**config.mk**
```make
export PLATFORM = sky130hd
export DESIGN_NAME = rwt_tag_insert_escape_multi_flat
export DESIGN_NICKNAME = d
export VERILOG_FILES = /design/src/rtl/rwt_tag_insert_escape_multi_pkg.sv /design/src/rtl/rwt_tag_insert_escape_multi_if.sv /design/src/rtl/rwt_tag_insert_escape_multi_fifo.sv /design/src/rtl/rwt_tag_insert_escape_multi.sv /design/src/flat_wrapper.sv
export SDC_FILE = /design/constraint.sdc
export NUM_CORES = 1
export LEC_CHECK = 0
export ABC_CLOCK_PERIOD_IN_PS = 4700
export CAP_MARGIN = 0
export CORE_MARGIN = 2
export CORE_UTILIZATION = 54
export DETAILED_ROUTE_END_ITERATION = 8
export PLACE_DENSITY = 0.92
export SLEW_MARGIN = 5
export SYNTH_ARGS = -nofsm -noshare
export SYNTH_HDL_FRONTEND = slang
export SYNTH_SLANG_ARGS = --single-unit
```
**constraint.sdc**
```tcl
create_clock -name clk -period 4.7 [get_ports clk]
set_input_delay 0.94 -clock clk [delete_from_list [all_inputs] [get_ports clk]]
set_output_delay 0.94 -clock clk [all_outputs]
set_load 0.01 [all_outputs]
```
**src/rtl/rwt_tag_insert_escape_multi_pkg.sv**
```systemverilog
// Shared definitions for the multi-word tag escape inserter: one-hot FSM encoding
// and tag-index sizing, common with the downstream tag extractor.
package rwt_tag_insert_escape_multi_pkg;

    localparam int TAG_WORDS_MAX = 15;
    localparam int IDX_W         = $clog2(TAG_WORDS_MAX + 1);

    typedef enum logic [4:0] {
        ST_PASS      = 5'b00001,
        ST_ESCAPE    = 5'b00010,
        ST_TAG       = 5'b00100,
        ST_SEND_DATA = 5'b01000,
        ST_STUFF     = 5'b10000
    } tag_state_e;

    // States in which the upstream beat is still waiting behind inserted words.
    function automatic logic is_insert_state(input tag_state_e s);
        return (s == ST_ESCAPE) || (s == ST_TAG);
    endfunction

endpackage

```
**src/rtl/rwt_tag_insert_escape_multi_if.sv**
```systemverilog
// Stream bundle for the tag inserter: tagged upstream beats in, flat words out.
interface rwt_tag_insert_escape_multi_if #(
    parameter int DWIDTH    = 64,
    parameter int TAG_WORDS = 1
);
    logic                        s_axi_valid;
    logic                        s_axi_ready;
    logic                        s_axi_escape;
    logic [TAG_WORDS*DWIDTH-1:0] s_axi_tag;
    logic [DWIDTH-1:0]           s_axi_data;
    logic                        s_axi_last;

    logic                        m_axi_valid;
    logic                        m_axi_ready;
    logic [DWIDTH-1:0]           m_axi_data;
    logic                        m_axi_last;

    // Design view: consumes the upstream beat, produces the output stream.
    modport slave (
        input  s_axi_valid, s_axi_escape, s_axi_tag, s_axi_data, s_axi_last, m_axi_ready,
        output s_axi_ready, m_axi_valid, m_axi_data, m_axi_last
    );

    modport master (
        output s_axi_valid, s_axi_escape, s_axi_tag, s_axi_data, s_axi_last, m_axi_ready,
        input  s_axi_ready, m_axi_valid, m_axi_data, m_axi_last
    );
endinterface

```
**src/rtl/rwt_tag_insert_escape_multi_fifo.sv**
```systemverilog
// Synchronous output FIFO with a registered read port (util_axis_fifo style,
// M_AXIS_REGISTERED=1): ring buffer of 2**ADDRESS_WIDTH entries plus one output register.
module rwt_tag_insert_escape_multi_fifo #(
    parameter int DATA_WIDTH    = 65,
    parameter int ADDRESS_WIDTH = 2
) (
    input  logic                  clk,
    input  logic                  aresetn,
    input  logic                  s_valid_i,
    output logic                  s_ready_o,
    input  logic [DATA_WIDTH-1:0] s_data_i,
    output logic                  m_valid_o,
    input  logic                  m_ready_i,
    output logic [DATA_WIDTH-1:0] m_data_o
);
    localparam int DEPTH = 2 ** ADDRESS_WIDTH;
    localparam logic [ADDRESS_WIDTH:0] FULL_CNT = (ADDRESS_WIDTH + 1)'(DEPTH);

    logic [DATA_WIDTH-1:0]    mem_q [DEPTH];
    logic [ADDRESS_WIDTH-1:0] wr_ptr_q;
    logic [ADDRESS_WIDTH-1:0] rd_ptr_q;
    logic [ADDRESS_WIDTH:0]   count_q;
    logic                     m_valid_q;
    logic [DATA_WIDTH-1:0]    m_data_q;

    logic wr_en;
    logic rd_en;

    assign s_ready_o = (count_q != FULL_CNT);
    assign wr_en     = s_valid_i & s_ready_o;
    assign rd_en     = (count_q != '0) & (~m_valid_q | m_ready_i);
    assign m_valid_o = m_valid_q;
    assign m_data_o  = m_data_q;

    // NOTE: storage has no reset; the count and pointers alone decide what is valid,
    // so flushing them on reset is enough and keeps the array a plain RAM.
    always_ff @(posedge clk) begin
        if (wr_en) begin
            mem_q[wr_ptr_q] <= s_data_i;
        end
    end

    always_ff @(posedge clk or negedge aresetn) begin
        if (!aresetn) begin
            wr_ptr_q  <= '0;
            rd_ptr_q  <= '0;
            count_q   <= '0;
            m_valid_q <= 1'b0;
            m_data_q  <= '0;
        end else begin
            if (wr_en) begin
                wr_ptr_q <= wr_ptr_q + ADDRESS_WIDTH'(1);
            end
            if (rd_en) begin
                rd_ptr_q  <= rd_ptr_q + ADDRESS_WIDTH'(1);
                m_data_q  <= mem_q[rd_ptr_q];
                m_valid_q <= 1'b1;
            end else if (m_ready_i) begin
                m_valid_q <= 1'b0;
            end
            case ({wr_en, rd_en})
                2'b10:   count_q <= count_q + (ADDRESS_WIDTH + 1)'(1);
                2'b01:   count_q <= count_q - (ADDRESS_WIDTH + 1)'(1);
                default: count_q <= count_q;
            endcase
        end
    end

endmodule

```
**src/rtl/rwt_tag_insert_escape_multi.sv**
```systemverilog
// Multi-word tag escape inserter: escape-flagged beats become escape word, TAG_WORDS tag
// words, then the data; literal data equal to the escape word is optionally doubled.
module rwt_tag_insert_escape_multi
    import rwt_tag_insert_escape_multi_pkg::*;
#(
    parameter int DWIDTH    = 64,
    parameter int TAG_WORDS = 1,
    parameter int FIFO_AW   = 2,
    parameter int CNT_WIDTH = 32
) (
    input  logic                         clk,
    input  logic                         aresetn,
    input  logic [DWIDTH-1:0]            tag_escape,
    input  logic                         cfg_stuff_en,
    rwt_tag_insert_escape_multi_if.slave bus,
    output logic [CNT_WIDTH-1:0]         stat_escapes,
    output logic [CNT_WIDTH-1:0]         stat_stuffed,
    output logic                         tag_err
);
    localparam logic [IDX_W-1:0] LAST_IDX = IDX_W'(TAG_WORDS - 1);

    tag_state_e           state_q;
    logic [IDX_W-1:0]     idx_q;
    logic                 run_q;
    logic [CNT_WIDTH-1:0] esc_cnt_q;
    logic [CNT_WIDTH-1:0] stuff_cnt_q;
    logic                 tag_err_q;

    logic              fifo_s_ready;
    logic              fifo_ready;
    logic              stuff_hit;
    logic              tag_collide;
    logic              wr_en;
    logic              wr_last;
    logic              s_ready;
    logic [DWIDTH-1:0] wr_data;
    logic [DWIDTH-1:0] tag_word;
    logic [DWIDTH:0]   fifo_m_data;

    // run_q holds off the first write for one cycle after reset release.
    assign fifo_ready  = fifo_s_ready & run_q;
    assign stuff_hit   = cfg_stuff_en & ~bus.s_axi_escape & (bus.s_axi_data == tag_escape);
    assign tag_collide = (bus.s_axi_tag[DWIDTH-1:0] == tag_escape);

    always_comb begin
        tag_word = '0;
        for (int i = 0; i < TAG_WORDS; i++) begin
            if (idx_q == i[IDX_W-1:0]) begin
                tag_word = bus.s_axi_tag[i*DWIDTH +: DWIDTH];
            end
        end
    end

    // NOTE: every output of this block gets a default first so no path leaves one
    // unassigned; that is what keeps the word mux free of inferred latches.
    always_comb begin
        wr_en   = bus.s_axi_valid & fifo_ready;
        wr_data = bus.s_axi_data;
        wr_last = bus.s_axi_last;
        s_ready = 1'b0;
        case (state_q)
            ST_PASS: begin
                if (bus.s_axi_escape || stuff_hit) begin
                    wr_data = tag_escape;
                    wr_last = 1'b0;
                end else begin
                    s_ready = fifo_ready;
                end
            end
            ST_ESCAPE: begin
                wr_data = tag_escape;
                wr_last = 1'b0;
            end
            ST_TAG: begin
                wr_data = tag_word;
                wr_last = 1'b0;
            end
            ST_SEND_DATA, ST_STUFF: begin
                s_ready = fifo_ready;
            end
            default: begin
                wr_en = 1'b0;
            end
        endcase
    end

    always_ff @(posedge clk or negedge aresetn) begin
        if (!aresetn) begin
            state_q     <= ST_PASS;
            idx_q       <= '0;
            run_q       <= 1'b0;
            esc_cnt_q   <= '0;
            stuff_cnt_q <= '0;
            tag_err_q   <= 1'b0;
        end else begin
            run_q     <= 1'b1;
            tag_err_q <= 1'b0;
            case (state_q)
                ST_PASS: begin
                    if (bus.s_axi_valid && bus.s_axi_escape) begin
                        // The escape decision is taken even when the FIFO is full.
                        tag_err_q <= tag_collide;
                        idx_q     <= '0;
                        state_q   <= fifo_ready ? ST_TAG : ST_ESCAPE;
                    end else if (wr_en && stuff_hit) begin
                        state_q <= ST_STUFF;
                    end
                end
                ST_ESCAPE: begin
                    if (wr_en) begin
                        idx_q   <= '0;
                        state_q <= ST_TAG;
                    end
                end
                ST_TAG: begin
                    if (wr_en) begin
                        if (idx_q == LAST_IDX) begin
                            state_q <= ST_SEND_DATA;
                        end else begin
                            idx_q <= idx_q + IDX_W'(1);
                        end
                    end
                end
                ST_SEND_DATA: begin
                    if (wr_en) begin
                        esc_cnt_q <= esc_cnt_q + CNT_WIDTH'(1);
                        state_q   <= ST_PASS;
                    end
                end
                ST_STUFF: begin
                    if (wr_en) begin
                        stuff_cnt_q <= stuff_cnt_q + CNT_WIDTH'(1);
                        state_q     <= ST_PASS;
                    end
                end
                default: begin
                    state_q <= ST_PASS;
                end
            endcase
        end
    end

    rwt_tag_insert_escape_multi_fifo #(
        .DATA_WIDTH   (DWIDTH + 1),
        .ADDRESS_WIDTH(FIFO_AW)
    ) u_fifo (
        .clk      (clk),
        .aresetn  (aresetn),
        .s_valid_i(wr_en),
        .s_ready_o(fifo_s_ready),
        .s_data_i ({wr_last, wr_data}),
        .m_valid_o(bus.m_axi_valid),
        .m_ready_i(bus.m_axi_ready),
        .m_data_o (fifo_m_data)
    );

    // Upstream never sees ready while its beat is parked behind inserted words.
    assign bus.s_axi_ready = s_ready & ~is_insert_state(state_q);
    assign bus.m_axi_data  = fifo_m_data[DWIDTH-1:0];
    assign bus.m_axi_last  = fifo_m_data[DWIDTH];
    assign stat_escapes    = esc_cnt_q;
    assign stat_stuffed    = stuff_cnt_q;
    assign tag_err         = tag_err_q;

endmodule

```
**src/flat_wrapper.sv**
```systemverilog
// flat-port wrapper written by rule: the top's interface ports become plain ports
module rwt_tag_insert_escape_multi_flat import rwt_tag_insert_escape_multi_pkg::*;
#(
    parameter int DWIDTH    = 64,
    parameter int TAG_WORDS = 1,
    parameter int FIFO_AW   = 2,
    parameter int CNT_WIDTH = 32
)
  (clk, aresetn, tag_escape, cfg_stuff_en, stat_escapes, stat_stuffed, tag_err, bus_s_axi_valid, bus_s_axi_escape, bus_s_axi_tag, bus_s_axi_data, bus_s_axi_last, bus_m_axi_ready, bus_s_axi_ready, bus_m_axi_valid, bus_m_axi_data, bus_m_axi_last);
  rwt_tag_insert_escape_multi_if #(.DWIDTH(DWIDTH), .TAG_WORDS(TAG_WORDS)) bus_i ();
  input  logic clk;
  input  logic aresetn;
  input  logic [DWIDTH-1:0] tag_escape;
  input  logic cfg_stuff_en;
  output logic [CNT_WIDTH-1:0] stat_escapes;
  output logic [CNT_WIDTH-1:0] stat_stuffed;
  output logic tag_err;
  input wire logic [$bits(bus_i.s_axi_valid)-1:0] bus_s_axi_valid;
  input wire logic [$bits(bus_i.s_axi_escape)-1:0] bus_s_axi_escape;
  input wire logic [$bits(bus_i.s_axi_tag)-1:0] bus_s_axi_tag;
  input wire logic [$bits(bus_i.s_axi_data)-1:0] bus_s_axi_data;
  input wire logic [$bits(bus_i.s_axi_last)-1:0] bus_s_axi_last;
  input wire logic [$bits(bus_i.m_axi_ready)-1:0] bus_m_axi_ready;
  output wire logic [$bits(bus_i.s_axi_ready)-1:0] bus_s_axi_ready;
  output wire logic [$bits(bus_i.m_axi_valid)-1:0] bus_m_axi_valid;
  output wire logic [$bits(bus_i.m_axi_data)-1:0] bus_m_axi_data;
  output wire logic [$bits(bus_i.m_axi_last)-1:0] bus_m_axi_last;
  assign bus_i.s_axi_valid = bus_s_axi_valid;
  assign bus_i.s_axi_escape = bus_s_axi_escape;
  assign bus_i.s_axi_tag = bus_s_axi_tag;
  assign bus_i.s_axi_data = bus_s_axi_data;
  assign bus_i.s_axi_last = bus_s_axi_last;
  assign bus_i.m_axi_ready = bus_m_axi_ready;
  assign bus_s_axi_ready = bus_i.s_axi_ready;
  assign bus_m_axi_valid = bus_i.m_axi_valid;
  assign bus_m_axi_data = bus_i.m_axi_data;
  assign bus_m_axi_last = bus_i.m_axi_last;
  rwt_tag_insert_escape_multi #(.DWIDTH(DWIDTH), .TAG_WORDS(TAG_WORDS), .FIFO_AW(FIFO_AW), .CNT_WIDTH(CNT_WIDTH)) u_core (.clk(clk), .aresetn(aresetn), .tag_escape(tag_escape), .cfg_stuff_en(cfg_stuff_en), .bus(bus_i), .stat_escapes(stat_escapes), .stat_stuffed(stat_stuffed), .tag_err(tag_err));
endmodule
```
Word level (Yosys, flattened, before mapping)
Memories as Yosys holds them, arrays and structs flattened. A register that Yosys moved wholly into a read port is not among the register bits.
Cells that the tools add are included.

storage, ports and cells
  RAM bits = 260
  flip-flop bits (word level) = 83
  input port bits = 199
  logic and storage cells = 91
  memories kept = 1

cells by class
  eq/ne operators = 17
  $add $sub $neg = 7
  muxes and demuxes = 28
  bitwise gates (word level) = 11
  reduce and logical (&&, ||, !) cells = 17

memories
  name                 depth  width  rd ports  clocked after Yosys merged registers in  wr ports  RTL line                                RTL
  u_core.u_fifo.mem_q  4      65     1         1                                        1         rwt_tag_insert_escape_multi_fifo.sv:19  logic [DATA_WIDTH-1:0] mem_q [DEPTH];

operator list
  operator                                                                  number
  64-bit case mux with 3 select lines                                       1
  64-bit == test                                                            2
  64-bit 2-to-1 mux                                                         2
  32-bit by 1-bit adder with 32-bit output (second input constant)          2
  5-bit 2-to-1 mux                                                          6
  5-bit case mux with 4 select lines                                        1
  4-bit 2-to-1 mux                                                          4
  4-bit case mux with 3 select lines                                        1
  5-bit AND reduction                                                       2
  1-bit 2-to-1 mux                                                          9
  1-bit AND                                                                 7
  2-bit by 1-bit inequality test with 1-bit output (second input constant)  3
  2-bit inequality test (second input constant)                             3
  3-bit case mux with 2 select lines                                        1
  3-bit nonzero test                                                        2
  5-bit by 1-bit == test with 1-bit output (second input constant)          1
  5-bit by 2-bit == test with 1-bit output (second input constant)          1
  5-bit by 3-bit == test with 1-bit output (second input constant)          1
  5-bit by 4-bit == test with 1-bit output (second input constant)          1
  5-bit == test (second input constant)                                     1
  5-bit OR reduction                                                        1
  2-bit by 1-bit adder with 2-bit output (second input constant)            2
  4-bit by 1-bit adder with 4-bit output (second input constant)            1
  4-bit logical NOT                                                         1
  other kinds (16)                                                          24

Longest topological paths before layout
Gate-level depths: netlist of the first run.

  depth after elaboration = 8
  mapped depth = 13

Hierarchy
From an unflattened synthesis of the first run, not the netlist that was laid out.

unflattened totals
  cells, all modules = 1198
  area, all modules = 18562.8 µm²

modules (own cells, without submodules)
  module                            cells each  times used  area each (µm²)
  rwt_tag_insert_escape_multi_fifo  519         1           12358.1
  rwt_tag_insert_escape_multi       679         1           6204.7

Worst setup path after synthesis of the first run
No wires, ideal clock.

  kind = input -> output
  from = input bus_s_axi_escape
  to = output bus_s_axi_ready
  arrival time = 2.666 ns
  path buffers = 3
  stages = 8
  slack = 1.094 ns
  cell sequence = clkbuf_1 > a2111oi_0 > nand4_1 > or4_1 > buf_2 > clkbuf_1 > o21ai_0 > a311oi_1

on the way
  word-level cells in the longest chain between the ends = 7

ends and longest elaborated chain
  element                               RTL line                            RTL
  start, declared                       flat_wrapper.sv:19                  input wire logic [$bits(bus_i.s_axi_escape)-1:0] bus_s_axi_escape;
  1-bit inverter                        rwt_tag_insert_escape_multi.sv:42   assign stuff_hit = cfg_stuff_en & ~bus.s_axi_escape & (bus.s_axi_data == tag_escape);
  1-bit AND (2 in series)               rwt_tag_insert_escape_multi.sv:42
  1-bit logical OR *                    rwt_tag_insert_escape_multi.sv:63   if (bus.s_axi_escape || stuff_hit) begin
  1-bit 2-to-1 mux *                    rwt_tag_insert_escape_multi.sv:63
  1-bit case mux with 2 select lines *  rwt_tag_insert_escape_multi.sv:61   case (state_q)
  1-bit AND *                           rwt_tag_insert_escape_multi.sv:158  assign bus.s_axi_ready = s_ready & ~is_insert_state(state_q);
  end, declared                         flat_wrapper.sv:24                  output wire logic [$bits(bus_i.s_axi_ready)-1:0] bus_s_axi_ready;

Mark *: on every way between the ends. The rest lies on a longest branch, timed or not.

Worst setup path in the final report of the first run
  from = input bus_s_axi_data[0]
  to = output bus_s_axi_ready

on the way
  word-level cells in the longest chain between the ends = 6

ends and longest elaborated chain
  element                             RTL line                            RTL
  start, declared                     flat_wrapper.sv:21                  input wire logic [$bits(bus_i.s_axi_data)-1:0] bus_s_axi_data;
  64-bit == test                      rwt_tag_insert_escape_multi.sv:42
  1-bit AND                           rwt_tag_insert_escape_multi.sv:42
  1-bit logical OR                    rwt_tag_insert_escape_multi.sv:63
  1-bit 2-to-1 mux                    rwt_tag_insert_escape_multi.sv:63
  1-bit case mux with 2 select lines  rwt_tag_insert_escape_multi.sv:61
  1-bit AND                           rwt_tag_insert_escape_multi.sv:158

Every way passes these cells.

==> results of run 1 <==
-- Yosys cell counts (2+ instances only) --
cell type	instances	area (sq um)
edfxtp_1	260	7810
dfrtp_1	147	3680
xor2_1	111	972
inv_1	92	345
xnor2_1	75	657
mux2_2	69	777
mux4_2	65	1460
clkbuf_1	64	240
o211ai_1	64	480
a22oi_1	62	465
nor3b_1	60	450
o21ai_0	60	300
nand2_1	37	139
nor4_1	31	194
nand3_1	27	135
nand4_1	22	138
nor3_1	22	110
nor2_1	20	75.1
and3_1	14	87.6
o21ai_1	10	50.1
ha_1	9	113
and2_1	8	50.1
buf_6	7	78.8
a31oi_1	5	31.3
nand2b_1	5	31.3
and4_1	4	35.0
buf_1	4	15.0
o31ai_1	4	30.0
a211oi_1	3	22.5
a21oi_1	3	15.0
nand3b_1	3	22.5
nor2b_1	3	18.8
o22ai_1	3	18.8
and2_0	2	12.5
buf_2	2	10.0
mux2i_1	2	20.0
o21a_1	2	15.0
o221ai_1	2	17.5
-- timing repair --
item	in CTS	in global routing
setup endpoints to repair	1	0
buffers inserted	0	0
resized for setup	5	0
hold buffers	0	0
-- layout make-up --
cell class,instances,area [sq um]
diodes,12,30.0
clock buffers,56,1160
clock inverters,20,206
fillers,2244,10400
inverters,93,349
multi-input cells,828,7200
flip-flops and latches,408,11500
well taps,461,577
repair buffers,400,3900
-- placed cells by master, fill, tap and decap left out, types with 11 or more instances in the layout --
master and instances:
a22oi_1 62, xor2_1 111, xnor2_1 75, edfxtp_1 260
nand2_1 36, clkbuf_16 43, clkdlybuf4s50_1 327, diode_2 12
nand3_1 27, mux4_2 65, dfrtp_1 145, o21ai_1 11
mux2_2 69, o21ai_0 59, and3_1 13, nor3_1 22
nor4_1 30, buf_4 64, nand4_1 22, inv_1 92
nor3b_1 60, nor2_1 19, o211ai_1 64
-- where the power goes --
part / internal [W] / switching, W
Clock: 0.00196 / 0.00137
Combinational: 0.00247 / 0.00292
Sequential: 0.00500 / 0.000499
-- worst paths after layout --
| check | startpoint | endpoint | cells past startpoint |
|---|---|---|---|
| max in group asynchronous | aresetn | u_core.state_q[0] | 2 |
| min in group asynchronous | aresetn | u_core.u_fifo.m_data_o[3] | 1 |
| setup / recovery | bus_s_axi_data[0] | bus_s_axi_ready | 8 |
| hold / removal | u_core.stat_escapes[31] | u_core.stat_escapes[31] | 1 |
| setup reg to reg | u_core.state_q[4] | u_core.u_fifo.mem_q[3][2] | 6 |
| hold reg to reg | u_core.stat_escapes[31] | u_core.stat_escapes[31] | 1 |
-- registers in the layout (all words and copies together) (netlist names) --
| signal | flops |
|---|---|
| u_core.u_fifo.m_valid_o | 1 |
| u_core.state_q | 5 |
| u_core.tag_err | 1 |
| u_core.stat_stuffed | 32 |
| u_core.u_fifo.wr_ptr_q | 2 |
| u_core.u_fifo.rd_ptr_q | 2 |
| u_core.idx_q | 4 |
| u_core.run_q | 1 |
| u_core.u_fifo.mem_q | 260 |
| u_core.u_fifo.m_data_o | 65 |
| u_core.u_fifo.count_q | 3 |
| u_core.stat_escapes | 32 |
-- cells by family (layout without fill, tap and decap cells) --
| family | count (synthesis) | after routing |
|---|---|---|
| buf+inv | 170 | 569 |
| mux | 136 | 136 |
| fa+ha+maj | 10 | 10 |
| xor+xnor | 186 | 186 |
| flops | 408 | 408 |
| other cells | 1 | 13 |
| compound gates | 229 | 229 |
| simple gates | 266 | 266 |
-- worst max-delay path: stages --
cell	delay, ns
clkdlybuf4s50_1	0.44
xor2_1	0.26
a2111oi_2	0.46
nand4_1	0.14
or4_2	0.74
o21ai_1	0.20
a311oi_1	0.11
dlygate4sd2_1	0.33
-- per-stage QoR --
step                std cells  worst slack [ns]  power [W]  utilization  hold slack, ns
global route             2272            0.0999     0.0147        0.704           0.502
floorplan                1406              1.09    0.00840            -           0.446
global placement         2190            -0.143     0.0105        0.665           0.456
detailed placement       2190            -0.239     0.0108        0.665           0.463
CTS                      2266             0.214     0.0141        0.704           0.470
finish                   2278             0.142     0.0142        0.705           0.464
-- layer usage --
layer  vias up  part of all wire
met4        10             0.055
li1       6062                 -
met3       204              0.13
met2      1092              0.46
met5         -            0.0012
met1      7139              0.35
==> metrics list, run 1 <==
- After layout, the minimum clock period comes to 4.56 ns.
* Proportion of register bits with asynchronous set or reset after synthesis: 0.363
- Worst Hold Class: register to register
- Global Route Usage Sum: 0.321
* Busiest metal layer after global routing: met2
- Synthesis inferred 408 register bits.
- Global routing finished with a remaining overflow of 0.
- Of the total synthesized cell area, the portion taken by AND, OR, NAND and NOR gates is 0.0811.
- The worst pin sits at a relative slew slack of 0.290.
* Final hold violations: 0
- Setup violations remaining at the end of the flow were counted as 0.
* Residual DRC: 0
- Derived from the worst setup path, the maximum achievable clock frequency is 219 MHz.
- Setup CP Type: primary input to output pin
- Detailed routing inserted a total of 14500 vias.
- Number of detailed-routing iterations run before antenna repair: 8
- Adding up every negative setup slack in the final design gives 0 ns.
- In this run, synthesis inferred 260 flip-flops with an integrated enable.
* TritonCTS buffer count: 41
- Max-cap violations in this run came to 0.
* Core Box Area: 35400 sq um
- Dominant synthesized flop cell: edfxtp_1
* Num Clock Sinks: 408
- R2r setup slk: 1.58 ns
- Global routing met3 resource utilization: 0.0994
- Starting DRC count in detailed routing: 1782
- Synthesized-area fraction occupied by xor and xnor cells: 0.0842
- Critical path launch point type: primary input
- The count of final max-slew check failures was 0.
- Die W: 193 um
- Outcome: finished, final reports clean
- Period utilization: 0.970
- Global routing met1 resource utilization: 0.412
- The congestion estimate from routability-driven global placement came to 0.949.
- The clock passes through at most 3 buffers.
- For the pin with the worst max-slew slack, the measured transition is 1.06 ns.
- The die is 193 um tall.
- Between clock sinks in the finished design, the worst skew comes to 0.0225 ns.
- Fraction of the mapped netlist area in compound gates: 0.0802
- WL/cell: 26.5 um
* Post-synthesis adder-cell area fraction: 0.00685
- Count of warnings emitted by yosys: 0
- After synthesis, the share of cell area in mux cells is 0.117.
- Clock latency reported for the late side of the worst-skew pair: 0.55 ns
* Number of antenna-violating nets in the routed design: 0
- Average instance area after synthesis: 13.8 sq um
- H-tree lvl count: 2
* Cell area after technology mapping: 19400 sq um
- Counting distinct cell types in the post-synthesis netlist gives 61.
* Number of nets in the synthesized netlist: 1615
- Data on the critical path is required at its endpoint by 3.76 ns.
- DP Wirelength: 41500 um
* Starting density of the core: 0.547
* Worst VDD drop: 0.311 mV
* Global routing met2 resource utilization: 0.498
- The worst setup path is captured at an output pin.
- In this run the power density over the cells is 570 nW/um^2.
- I/O pin total: 331
- The via count of the first global-routing pass was 14500.
- Sequential fraction of the synthesis area: 0.595
- Leak Pwr: 9.15 nW
- Largest net degree at the start of global routing: 87
* P&R area growth vs syn: 28.9%
* Total placed instance area: 23500 sq um
- Global-route wire length before repair: 90300 um
* Nets@finish: 1981
* CTS tree: yes
- After detailed routing, the number of vias per cell comes to 6.37.
* Die outline area: 37400 sq um
* Unrepaired setup endpoints after global routing: false
- After technology mapping, the gate count stands at 1406.
* FP Rows: 69
- Dominant combinational cell family by area after synthesis: multiplexers
* Clock input transition at the sequential cells of the worst setup and hold paths: 0.06 ns
- Share of layout cells above drive strength 1: 0.162
- In this run the clock root is driven by a clkbuf_16.
* Initial antenna violation count: 16
- Crit path arrival time: 3.62 ns
* Cell area after layout: 24900 sq um
- Final wirelength: 60400 um
- The count of buffers added on input and output ports is 330.
- Critical Path Fanout Max: 2
Power figures use the tool's default switching activity.
==> run 2, diff against run 1 <==
--- a/config.mk
+++ b/config.mk
@@ -7,8 +7,10 @@
 export LEC_CHECK = 0
 export ABC_CLOCK_PERIOD_IN_PS = 4700
 export CAP_MARGIN = 0
+export CORE_ASPECT_RATIO = 0.5
 export CORE_MARGIN = 2
 export CORE_UTILIZATION = 54
+export CTS_CLUSTER_DIAMETER = 30
 export DETAILED_ROUTE_END_ITERATION = 8
 export PLACE_DENSITY = 0.92
 export SLEW_MARGIN = 5
==> metrics list, run 2 (same netlist as run 1, synthesis figures left out) <==
- From synthesis to final layout, the design area changed by 30.7%.
* Commonest cells after routing, fill and taps aside: clkdlybuf4s50_1 (327), edfxtp_1 (260), dfrtp_1 (145), xor2_1 (111), buf_4 (95)
- Counting the fill cells in the layout gives 2063.
* Sequential Area: 11500 sq um
- Entering global routing, the biggest net connects 73 pins.
- From bottom edge to top edge, the die measures 138 um.
* Worst Path Required: 3.76 ns
* Area of the multi-input gates: 7210 sq um
- Number of vias after detailed routing: 15100
* Power share of the sequential group: 0.373
- Residual DRC: 0
* Sw frac: 0.354
- The number of hold violations in the final report was 0.
- Slowest stage cell, crit path: or4_2
- Clock tree skew after final layout: 0.0278 ns
* Number of global-route vias before repair: 15100
- After clock tree synthesis, the clock-pin slew on the worst setup and hold paths is 0.07 ns.
- Final total power: 0.0148 W
- Internal power comes to 0.00955 W.
- Power per Cell Area: 585 nW/um^2
* Stage delay of the slowest cell on the critical path: 0.70 ns
* Clock latency reported for the late side of the worst-skew pair: 0.58 ns
- Most common cell after layout, fill and taps aside: clkdlybuf4s50_1
- The run finished with clean final reports.
- Post-detailed-route via-to-cell ratio: 6.50
- The number of setup buffers added after CTS is 0.
- In the final layout, the share of cells above drive strength 1 is 0.182.
* Comb power frac: 0.390
* P_sw: 0.00523 W
- TritonCTS built the clock tree.
- STA classifies the critical path startpoint as a primary input.
* Worst Hold Class: primary input to async pin
* Core Box Area: 34900 sq um
- The register with the most flip-flops in the layout has 260 of them.
- Across the VDD grid, the largest voltage drop is 0.423 mV.
- The worst setup path is of the primary input to output pin kind.
- Summed over all layers, the global routing overflow is 0.
- End of the worst register-to-register path: u_core.u_fifo.mem_q[0][53]
- Global-route wire length before repair: 93600 um
- The routed design could run at a clock period as short as 4.39 ns.
- Setup total negative slack on the finished layout was measured at 0 ns.
- TritonCTS buffer count: 44
- At the pin with the least slew margin, the transition time is 0.941 ns.
- The congestion estimate from routability-driven global placement came to 0.966.
* Worst slack at placement: -0.131 ns
- Headroom to the max-slew limit: 0.373
* Number of buffers on the longest clock path: 3
- Setup violations remaining at the end of the flow were counted as 0.
- Cell depth of the worst flop-to-flop path: 8
* R2r setup slk: 1.31 ns
- Nets@finish: 2016
- DP Wirelength: 43400 um
- Number of antenna-violating nets in the routed design: 0
- FP Rows: 48
- Port Buffer Count: 330
* Final Util: 0.725
- Slew Limit Fails: 0
- I/O pin total: 331
* Critical Path Fanout Max: 3
- Clock share of power: 0.237
- The die covers 37500 sq um.
* Num Clock Sinks: 408
* Reg-to-Reg Start: u_core.state_q[3]
- The tree is rooted in a clkbuf_16.
- In this run the static leakage power is 9.35 nW.
* Starting density of the core: 0.555
- Static timing analysis puts the maximum clock frequency at 228 MHz.
* Global Route Usage Sum: 0.336
* Hold Buf Count CTS: 0
- Max Cap Violations: 0
- Final worst slack: 0.312 ns
- Final wirelength: 63600 um
* Cell area after layout: 25300 sq um
- Initial antenna violation count: 8
- Cell-by-cell trace of the critical path: clkdlybuf4s50_1 > xor2_1 > a2111oi_2 > buf_4 > nand4_1 > or4_2 > o21ai_2 > a311oi_1 > dlymetal6s2s_1
- Setup repair after global routing left no endpoint under its margin.
* Number of detailed-routing iterations run before antenna repair: 6
* Reg with most FFs: u_core.u_fifo.mem_q
- WL/cell: 27.4 um
- Dividing the final minimum period by the clock period gives 0.934.
- Starting DRC count in detailed routing: 2401
* Total placed instance area: 23800 sq um
- The H-tree was split into 2 levels.
- Die W: 272 um
* Crit path arrival time: 3.45 ns
- The worst setup path is captured at an output pin.
-- run 2: how the worst max path moves through the flow --
stage                                  start  slack (ns)         endpoint  cells after the start
after floorplan             bus_s_axi_escape        1.09  bus_s_axi_ready                      8
after CTS                  bus_s_axi_data[0]        0.01  bus_s_axi_ready                      9
after detailed placement   bus_s_axi_data[0]       -0.13  bus_s_axi_ready                      9
final                      bus_s_axi_data[0]        0.31  bus_s_axi_ready                      9
after global routing      bus_s_axi_data[36]        0.28  bus_s_axi_ready                      9
after global placement    bus_s_axi_data[36]       -0.07  bus_s_axi_ready                      9
-- run 2: critical path: cells and delay by family --
kind	cells	cell delay, ns
buffers and inverters	3	0.82
AOI/OAI and AO/OA	3	0.67
xor gates and xnor gates	1	0.23
and+or+nand+nor	2	0.79
-- run 2: per-stage QoR --
stage / hold WS [ns] / std cells
6_report: 0.411 / 2323
4_1_cts: 0.433 / 2317
3_5_place_dp: 0.462 / 2236
5_1_grt: 0.458 / 2323
3_3_place_gp: 0.457 / 2236
2_1_floorplan: 0.446 / 1406
-- run 2: cell type report --
| type | count | area share |
|---|---|---|
| Antenna cell | 6 | 0.000594 |
| Clock buffer | 48 | 0.0445 |
| Clock inverter | 33 | 0.0127 |
| Inverter | 93 | 0.0138 |
| Multi-Input combinational cell | 828 | 0.285 |
| Sequential cell | 408 | 0.455 |
| Tap cell | 475 | 0.0235 |
| Timing Repair Buffer | 432 | 0.164 |
-- run 2: routing by layer --
metal / part of all wire / vias to the layer above / GRT usage
met3: 0.11 / 366 / 0.0834
met1: 0.34 / 7374 / 0.412
met2: 0.47 / 1232 / 0.541
met4: 0.081 / 2 / 0.225
li1: - / 6132 / -
met5: 0.00020 / - / 0
-- run 2: what timing repair did --
item / in CTS / in global routing
resized for setup: 3 / 3
endpoints found under the hold margin: 0 / 0
endpoints found under the setup margin: 1 / 1
-- run 2: power groups by stage --
stage	Clock, W	Combinational, W	Sequential, W
finish	0.00350	0.00577	0.00551
global route	0.00366	0.00599	0.00557
CTS	0.00350	0.00561	0.00551
detailed placement	0	0.00550	0.00555
global placement	0	0.00526	0.00550
floorplan	0	0.00297	0.00543
